**config.mk**
```make
export PLATFORM = sky130hd
export DESIGN_NAME = alu_exec_flat
export DESIGN_NICKNAME = d
export VERILOG_FILES = /design/src/rtl/alu_exec_if.sv /design/src/rtl/alu_exec.sv /design/src/flat_wrapper.sv
export SDC_FILE = /design/constraint.sdc
export NUM_CORES = 1
export LEC_CHECK = 0
export CAP_MARGIN = 20
export CORE_ASPECT_RATIO = 0.8
export CORE_MARGIN = 2
export CORE_UTILIZATION = 40
export CTS_BUF_LIST = sky130_fd_sc_hd__clkbuf_2 sky130_fd_sc_hd__clkbuf_4 sky130_fd_sc_hd__clkbuf_8
export CTS_CLUSTER_DIAMETER = 80
export DETAILED_ROUTE_END_ITERATION = 6
export PLACE_DENSITY_LB_ADDON = 0.1
export SYNTH_ARGS = -nofsm -noshare
export SYNTH_HDL_FRONTEND = slang
export SYNTH_SLANG_ARGS = --single-unit
```
**constraint.sdc**
```tcl
create_clock -name clk -period 13.95 [get_ports clk]
set_input_delay 4.185 -clock clk [delete_from_list [all_inputs] [get_ports clk]]
set_output_delay 4.185 -clock clk [all_outputs]
set_load 0.02 [all_outputs]
```
**src/rtl/alu_exec_if.sv**
```systemverilog
// Request/response bundle between the issue stage and alu_exec.
// Ports: start/ALU_control/A/B (request, issuer -> ALU), busy/done/result/zero (status and result, ALU -> issuer).
// master modport is the issuing side, slave modport is the ALU.
interface alu_exec_if #(
    parameter int WIDTH = 32
);
    logic             start;
    logic [3:0]       ALU_control;
    logic [WIDTH-1:0] A;
    logic [WIDTH-1:0] B;
    logic             busy;
    logic             done;
    logic [WIDTH-1:0] result;
    logic             zero;

    modport master (
        output start, ALU_control, A, B,
        input  busy, done, result, zero
    );

    modport slave (
        input  start, ALU_control, A, B,
        output busy, done, result, zero
    );
endinterface

```
**src/rtl/alu_exec.sv**
```systemverilog
// Integer execute unit: logic/arith/shift/compare in one cycle, MUL by iterative shift-add.
// Latency: done the cycle after start for single-cycle codes, WIDTH+1 cycles after start for MUL.
// Backpressure: start is only sampled in IDLE; busy stays high through MUL and the one-cycle DONE.
// Ports: clk, reset (sync, active-high); bus (slave): start, ALU_control, A, B in; busy, done, result, zero out.
module alu_exec #(
    parameter int WIDTH = 32
) (
    input  logic       clk,
    input  logic       reset,
    alu_exec_if.slave  bus
);
    localparam int SW = $clog2(WIDTH);

    localparam logic [3:0] OP_AND  = 4'b0000;
    localparam logic [3:0] OP_OR   = 4'b0001;
    localparam logic [3:0] OP_XOR  = 4'b0010;
    localparam logic [3:0] OP_ADD  = 4'b0011;
    localparam logic [3:0] OP_SUB  = 4'b0100;
    localparam logic [3:0] OP_SLL  = 4'b0101;
    localparam logic [3:0] OP_SRL  = 4'b0110;
    localparam logic [3:0] OP_SRA  = 4'b0111;
    localparam logic [3:0] OP_SLTU = 4'b1000;
    localparam logic [3:0] OP_SLT  = 4'b1001;
    localparam logic [3:0] OP_MUL  = 4'b1110;

    typedef enum logic [1:0] {
        S_IDLE = 2'd0,
        S_MUL  = 2'd1,
        S_DONE = 2'd2
    } state_t;

    state_t           state;
    state_t           state_nxt;

    logic [3:0]       op_code;
    logic [WIDTH-1:0] op_a;      // multiplicand, shifted left each MUL iteration
    logic [WIDTH-1:0] op_b;      // multiplier, shifted right each MUL iteration
    logic [WIDTH-1:0] acc;
    logic [SW-1:0]    cnt;
    logic [WIDTH-1:0] result_q;
    logic             zero_q;

    logic [SW-1:0]    sh;
    logic [WIDTH-1:0] alu_res;
    logic [WIDTH-1:0] acc_step;
    logic             accept;
    logic             mul_exit;

    assign accept   = (state == S_IDLE) && bus.start;
    assign acc_step = acc + (op_b[0] ? op_a : '0);
    // Last iteration ends the multiply; a non-MUL latched code can never hold
    // the machine in S_MUL.
    assign mul_exit = (state == S_MUL) &&
                      ((cnt == SW'(WIDTH - 1)) || (op_code != OP_MUL));

    // Single-cycle ops are evaluated on the live operands so the result can be
    // loaded on the same edge that latches them (done follows start by one cycle).
    assign sh = bus.B[SW-1:0];

    always_comb begin
        alu_res = '0;
        unique case (bus.ALU_control)
            OP_AND:  alu_res = bus.A & bus.B;
            OP_OR:   alu_res = bus.A | bus.B;
            OP_XOR:  alu_res = bus.A ^ bus.B;
            OP_ADD:  alu_res = bus.A + bus.B;
            OP_SUB:  alu_res = bus.A - bus.B;
            OP_SLL:  alu_res = bus.A << sh;
            OP_SRL:  alu_res = bus.A >> sh;
            OP_SRA:  alu_res = $signed(bus.A) >>> sh;
            OP_SLTU: alu_res = {{(WIDTH-1){1'b0}}, (bus.A < bus.B)};
            OP_SLT:  alu_res = {{(WIDTH-1){1'b0}}, ($signed(bus.A) < $signed(bus.B))};
            default: alu_res = '0;
        endcase
    end

    // State register
    always_ff @(posedge clk) begin
        if (reset) begin
            state <= S_IDLE;
        end else begin
            state <= state_nxt;
        end
    end

    // Next-state logic
    always_comb begin
        state_nxt = state;
        unique case (state)
            S_IDLE: begin
                if (bus.start) begin
                    state_nxt = (bus.ALU_control == OP_MUL) ? S_MUL : S_DONE;
                end
            end
            S_MUL: begin
                if (mul_exit) begin
                    state_nxt = S_DONE;
                end
            end
            S_DONE:  state_nxt = S_IDLE;
            default: state_nxt = S_IDLE;
        endcase
    end

    // Outputs decoded from state
    always_comb begin
        bus.busy = (state != S_IDLE);
        bus.done = (state == S_DONE);
    end

    assign bus.result = result_q;
    assign bus.zero   = zero_q;

    // Operand latch, multiply datapath and result register
    always_ff @(posedge clk) begin
        if (reset) begin
            op_code  <= '0;
            op_a     <= '0;
            op_b     <= '0;
            acc      <= '0;
            cnt      <= '0;
            result_q <= '0;
            zero_q   <= 1'b1;
        end else if (accept) begin
            op_code <= bus.ALU_control;
            op_a    <= bus.A;
            op_b    <= bus.B;
            acc     <= '0;
            cnt     <= '0;
            if (bus.ALU_control != OP_MUL) begin
                result_q <= alu_res;
                zero_q   <= (alu_res == '0);
            end
        end else if (state == S_MUL) begin
            acc  <= acc_step;
            op_a <= op_a << 1;
            op_b <= op_b >> 1;
            cnt  <= cnt + 1'b1;
            // Partial products stay internal; result only changes on the final step.
            if (mul_exit) begin
                result_q <= acc_step;
                zero_q   <= (acc_step == '0);
            end
        end
    end
endmodule

```
**src/flat_wrapper.sv**
```systemverilog
// flat-port wrapper written by rule: the top's interface ports become plain ports
module alu_exec_flat 
#(
    parameter int WIDTH = 32
)
  (clk, reset, bus_start, bus_ALU_control, bus_A, bus_B, bus_busy, bus_done, bus_result, bus_zero);
  alu_exec_if #(.WIDTH(WIDTH)) bus_i ();
  input  logic clk;
  input  logic reset;
  input wire logic [$bits(bus_i.start)-1:0] bus_start;
  input wire logic [$bits(bus_i.ALU_control)-1:0] bus_ALU_control;
  input wire logic [$bits(bus_i.A)-1:0] bus_A;
  input wire logic [$bits(bus_i.B)-1:0] bus_B;
  output wire logic [$bits(bus_i.busy)-1:0] bus_busy;
  output wire logic [$bits(bus_i.done)-1:0] bus_done;
  output wire logic [$bits(bus_i.result)-1:0] bus_result;
  output wire logic [$bits(bus_i.zero)-1:0] bus_zero;
  assign bus_i.start = bus_start;
  assign bus_i.ALU_control = bus_ALU_control;
  assign bus_i.A = bus_A;
  assign bus_i.B = bus_B;
  assign bus_busy = bus_i.busy;
  assign bus_done = bus_i.done;
  assign bus_result = bus_i.result;
  assign bus_zero = bus_i.zero;
  alu_exec #(.WIDTH(WIDTH)) u_core (.clk(clk), .reset(reset), .bus(bus_i));
endmodule
```
==> summary.md <==
| Metric | Value |
|---|---|
| Number of buffers on the longest clock path | 2 |
| Resize count post-CTS | 0 |
| Final Cycle Share | 61.39% |
| Hold-fix buffer count after cts | 0 |
| Cells taking the most area after synthesis | dfxtp_1 16%, ha_1 10%, a21oi_1 7.3%, nand2_1 6.4%, nor2_1 5.1% |
| Part of the Yosys area used for sequential elements | 16.09% |
| Main synth FF type | dfxtp_1 |
| Clk_lat worst skew | 0.55 ns |
| Post-route design area | 0.01913 mm^2 |
| Setup fix buffers added after clock tree synthesis | 0 |
| Die extent in x | 237.3 um |
| Post-synthesis async set-or-reset flop share | 0% |
| Post-place setup slack | 4.954 ns |
| Detailed-placement wirelength estimate | 68,550 um |
| Total wirelength of the detailed-routed design | 89,440 um |
| Kind of end point of the critical path | register |
| Met2 routed WL | 36,050 um |
| Class of the worst hold path | register to register |
| Count of unique library cells instantiated by Yosys | 95 |
| Required time of the critical path | 14.40 ns |
| Core Util, Final | 44.43% |
| Row count | 68 |
| Critical path buffers and inverters | 3 |
| PwrDens | 73.97 mW/mm^2 |
| Number of vias per cell after detailed routing | 6.765 |
| 1st-pass router iterations | 6 |
| Count of pins on the block boundary | 106 |
| Number of sinks on the clock net | 140 |
| Largest stage delay on the critical path | 0.84 ns |
| Area after DPL | 0.01872 mm^2 |
| Number of buffers added by the clock tree synthesis step | 17 |
| Top-count cell post-synth | nand2_1 |
| Clock edge transition at the registers on the reported setup and hold paths | 0.08 ns |
| Clock Tree Root | clkbuf_8 |
| Initial DRC count | 2,656 |
| Global-route wire length before repair | 127,800 um |
| Kind of start point of the critical path | primary input |
| Cell Chain, Critical Path | buf_2 > clkinv_1 > buf_4 > ha_1 > and3_1 > a21bo_2 > a2bb2oi_1 > or2_2 > a211oi_1 > o31a_1 > o211a_1 > nor2_1 > o41ai_1 > o211ai_1 > a21oi_1 |
| Netlist Area Pre-Place | 0.01742 mm^2 |
| Number of input and output port buffers inserted | 105 |
| Tot GR Track Use | 38.73% |
| WP data arrival | 9.01 ns |
| Post-route total power | 1.415 mW |
| Commonest cells in the synthesized netlist | 299 x nand2_1, 254 x a21oi_1, 239 x nor2_1, 142 x ha_1, 140 x dfxtp_1 |
| Fraction of post-synthesis cell area in the top cell type by area | 16.09% |
| Max-slew violation count | 0 |
| Layout overhead on the synthesized area | 9.789% |
| Max H-tree Level | 4 |
| Flops & latches, synth | 140 |
| Count of vias placed by the detailed router | 19.89k |
| Time the worst path needs with I/O delays and setup | 8.564 ns |
| Total nets after synthesis | 2,596 |
| Startpoint-to-endpoint class of the critical path | primary input to register |
| Y dimension of the die | 190.7 um |
| Largest driver fanout on the critical path | 23 |
| Residual DRC | 0 |
| Average routed wire per standard cell | 30.42 um |
| Initial antenna violation count | 8 |
| Ratio of cells with drive above 1 in the final layout | 8.365% |
| Synthesized area per cell | 7.320 um^2 |
| Total of max-cap violations | 0 |
| Congestion Overflow GR | 0 |
| Status | complete, no violations |
| TritonCTS clock tree | built |
| Met1 routed wirelength after detailed routing | 40,020 um |
| Pin count of the biggest net entering global routing | 73 |
| Maximum clock frequency | 0.1168 GHz |
| Slew headroom | 15.93% |
| RePlAce Congestion | 1.058 |
| Effective utilization at floorplan | 40.46% |
| Top routing layer in use | met5 |
| Worst clock skew | 0.03406 ns |
| Setup-violating endpoint count in the final report | 0 |
| RSZ-0062 raised after global routing | no |
| Worst Slack Setup Final | 5.386 ns |
| Number of standard cells after synthesis | 2,380 |
| Area enclosed by the die boundary | 0.04525 mm^2 |
| Met3 wirelength from detailed routing | 9959 um |
| Vias in the first global route | 18.19k |
| Cell type of the slowest stage on the worst timing path | a211oi_1 |
| Synth Warn # | 0 |
| Transition time at the pin with the least slew margin | 1.245 ns |
| Final number of hold-violating endpoints | 0 |
| Critical path's top delay family | compound AO/OA/AOI/OAI gates |
| Count of flip-flops with a built-in enable after synthesis | 0 |
| Highest ir drop seen on vdd | 60.26 uV |
| Total negative slack for setup checks | 0 ns |
| Dominant cell type by area after synthesis | dfxtp_1 |
| Static Leakage | 7.651 nW |
| DRT antenna net count | 0 |
| Core area | 0.04305 mm^2 |
| Post-layout nets | 2,582 |
## layer usage
layer,vias up,track usage [%]
li1,8774,-
met1,9737,56.47
met2,1203,55.62
met3,167,8.222
met4,8,13.91
met5,-,0
## through the flow
step / instances / hold WS [ns]
after floorplan: 2380 / 0.4312
after global placement: 2906 / 0.4429
after detailed placement: 2907 / 0.4449
after CTS: 2939 / 0.4575
after global routing: 2939 / 0.4704
final: 2940 / 0.4583
## registers in the layout, indices dropped and copies added, names as in the netlist
| signal | flops |
|---|---|
| u_core.acc | 32 |
| u_core.bus.result | 32 |
| u_core.op_a | 32 |
| u_core.op_b | 32 |
| u_core.cnt | 5 |
| u_core.op_code | 4 |
| u_core.state | 2 |
| u_core.bus.zero | 1 |
## worst reg2reg max path: cells and delay by family, from the launching register on
kind,cells,cell delay [ns]
and+or+nand+nor,6,1.90
AOI/OAI and AO/OA,5,1.28
adders and majority gates,2,0.62
buffers and inverters,1,0.07
DFF,1,0.92
xor gates and xnor gates,1,0.29
## final timing paths
kind	from	end	slack, ns	cells past startpoint
max	bus_B[3]	u_core.bus.result[31]	5.39	15
min	u_core.bus.result[2]	u_core.bus.result[2]	0.46	2
max reg2reg	u_core.op_b[0]	u_core.bus.zero	8.83	15
min reg2reg	u_core.bus.result[2]	u_core.bus.result[2]	0.46	2
## power by group
part           internal, mW  switching [mW]
clock network         0.172           0.204
registers             0.420          0.0166
logic                 0.200           0.403
## cell usage in the layout, fill, tap and decap left out, types with 25 or more instances in the layout
| cell | netlist | routed |
|---|---|---|
| a211oi_1 | 41 | 41 |
| a21o_1 | 25 | 25 |
| a21oi_1 | 254 | 254 |
| a22oi_1 | 74 | 74 |
| and2_1 | 39 | 39 |
| buf_4 | 8 | 49 |
| clkdlybuf4s50_1 | 0 | 100 |
| dfxtp_1 | 140 | 140 |
| ha_1 | 142 | 142 |
| inv_1 | 102 | 102 |
| mux2i_1 | 58 | 58 |
| mux4_2 | 37 | 37 |
| nand2_1 | 299 | 299 |
| nand3_1 | 40 | 40 |
| nand4_1 | 29 | 29 |
| nor2_1 | 239 | 236 |
| nor3_1 | 55 | 54 |
| o211ai_1 | 34 | 34 |
| o21ai_0 | 85 | 85 |
| o22ai_1 | 27 | 27 |
| xnor2_1 | 26 | 26 |
## area by class of cell
cell class / count / area (um^2)
sequential: 140 / 2803
inverter: 107 / 401.6
clock inverter: 12 / 137.6
antenna: 1 / 2.502
fill: 4458 / 23930
multi-input combinational: 1946 / 13400
timing repair buffer: 154 / 1408
tap: 560 / 700.7
clock buffer: 20 / 269.0
## kinds of logic (layout without fill, tap and decap cells)
group,Yosys count,count (layout),share of synthesized area (%)
adders and majority gates,145,145,10.54
buffers and inverters,294,293,7.283
xor gates and xnor gates,42,42,2.112
and+or+nand+nor,849,849,22.92
other,0,1,0
AOI/OAI and AO/OA,783,783,30.22
DFF,140,140,16.09
muxes,127,127,10.83
Note: power is estimated with default switching activity, not from simulation.
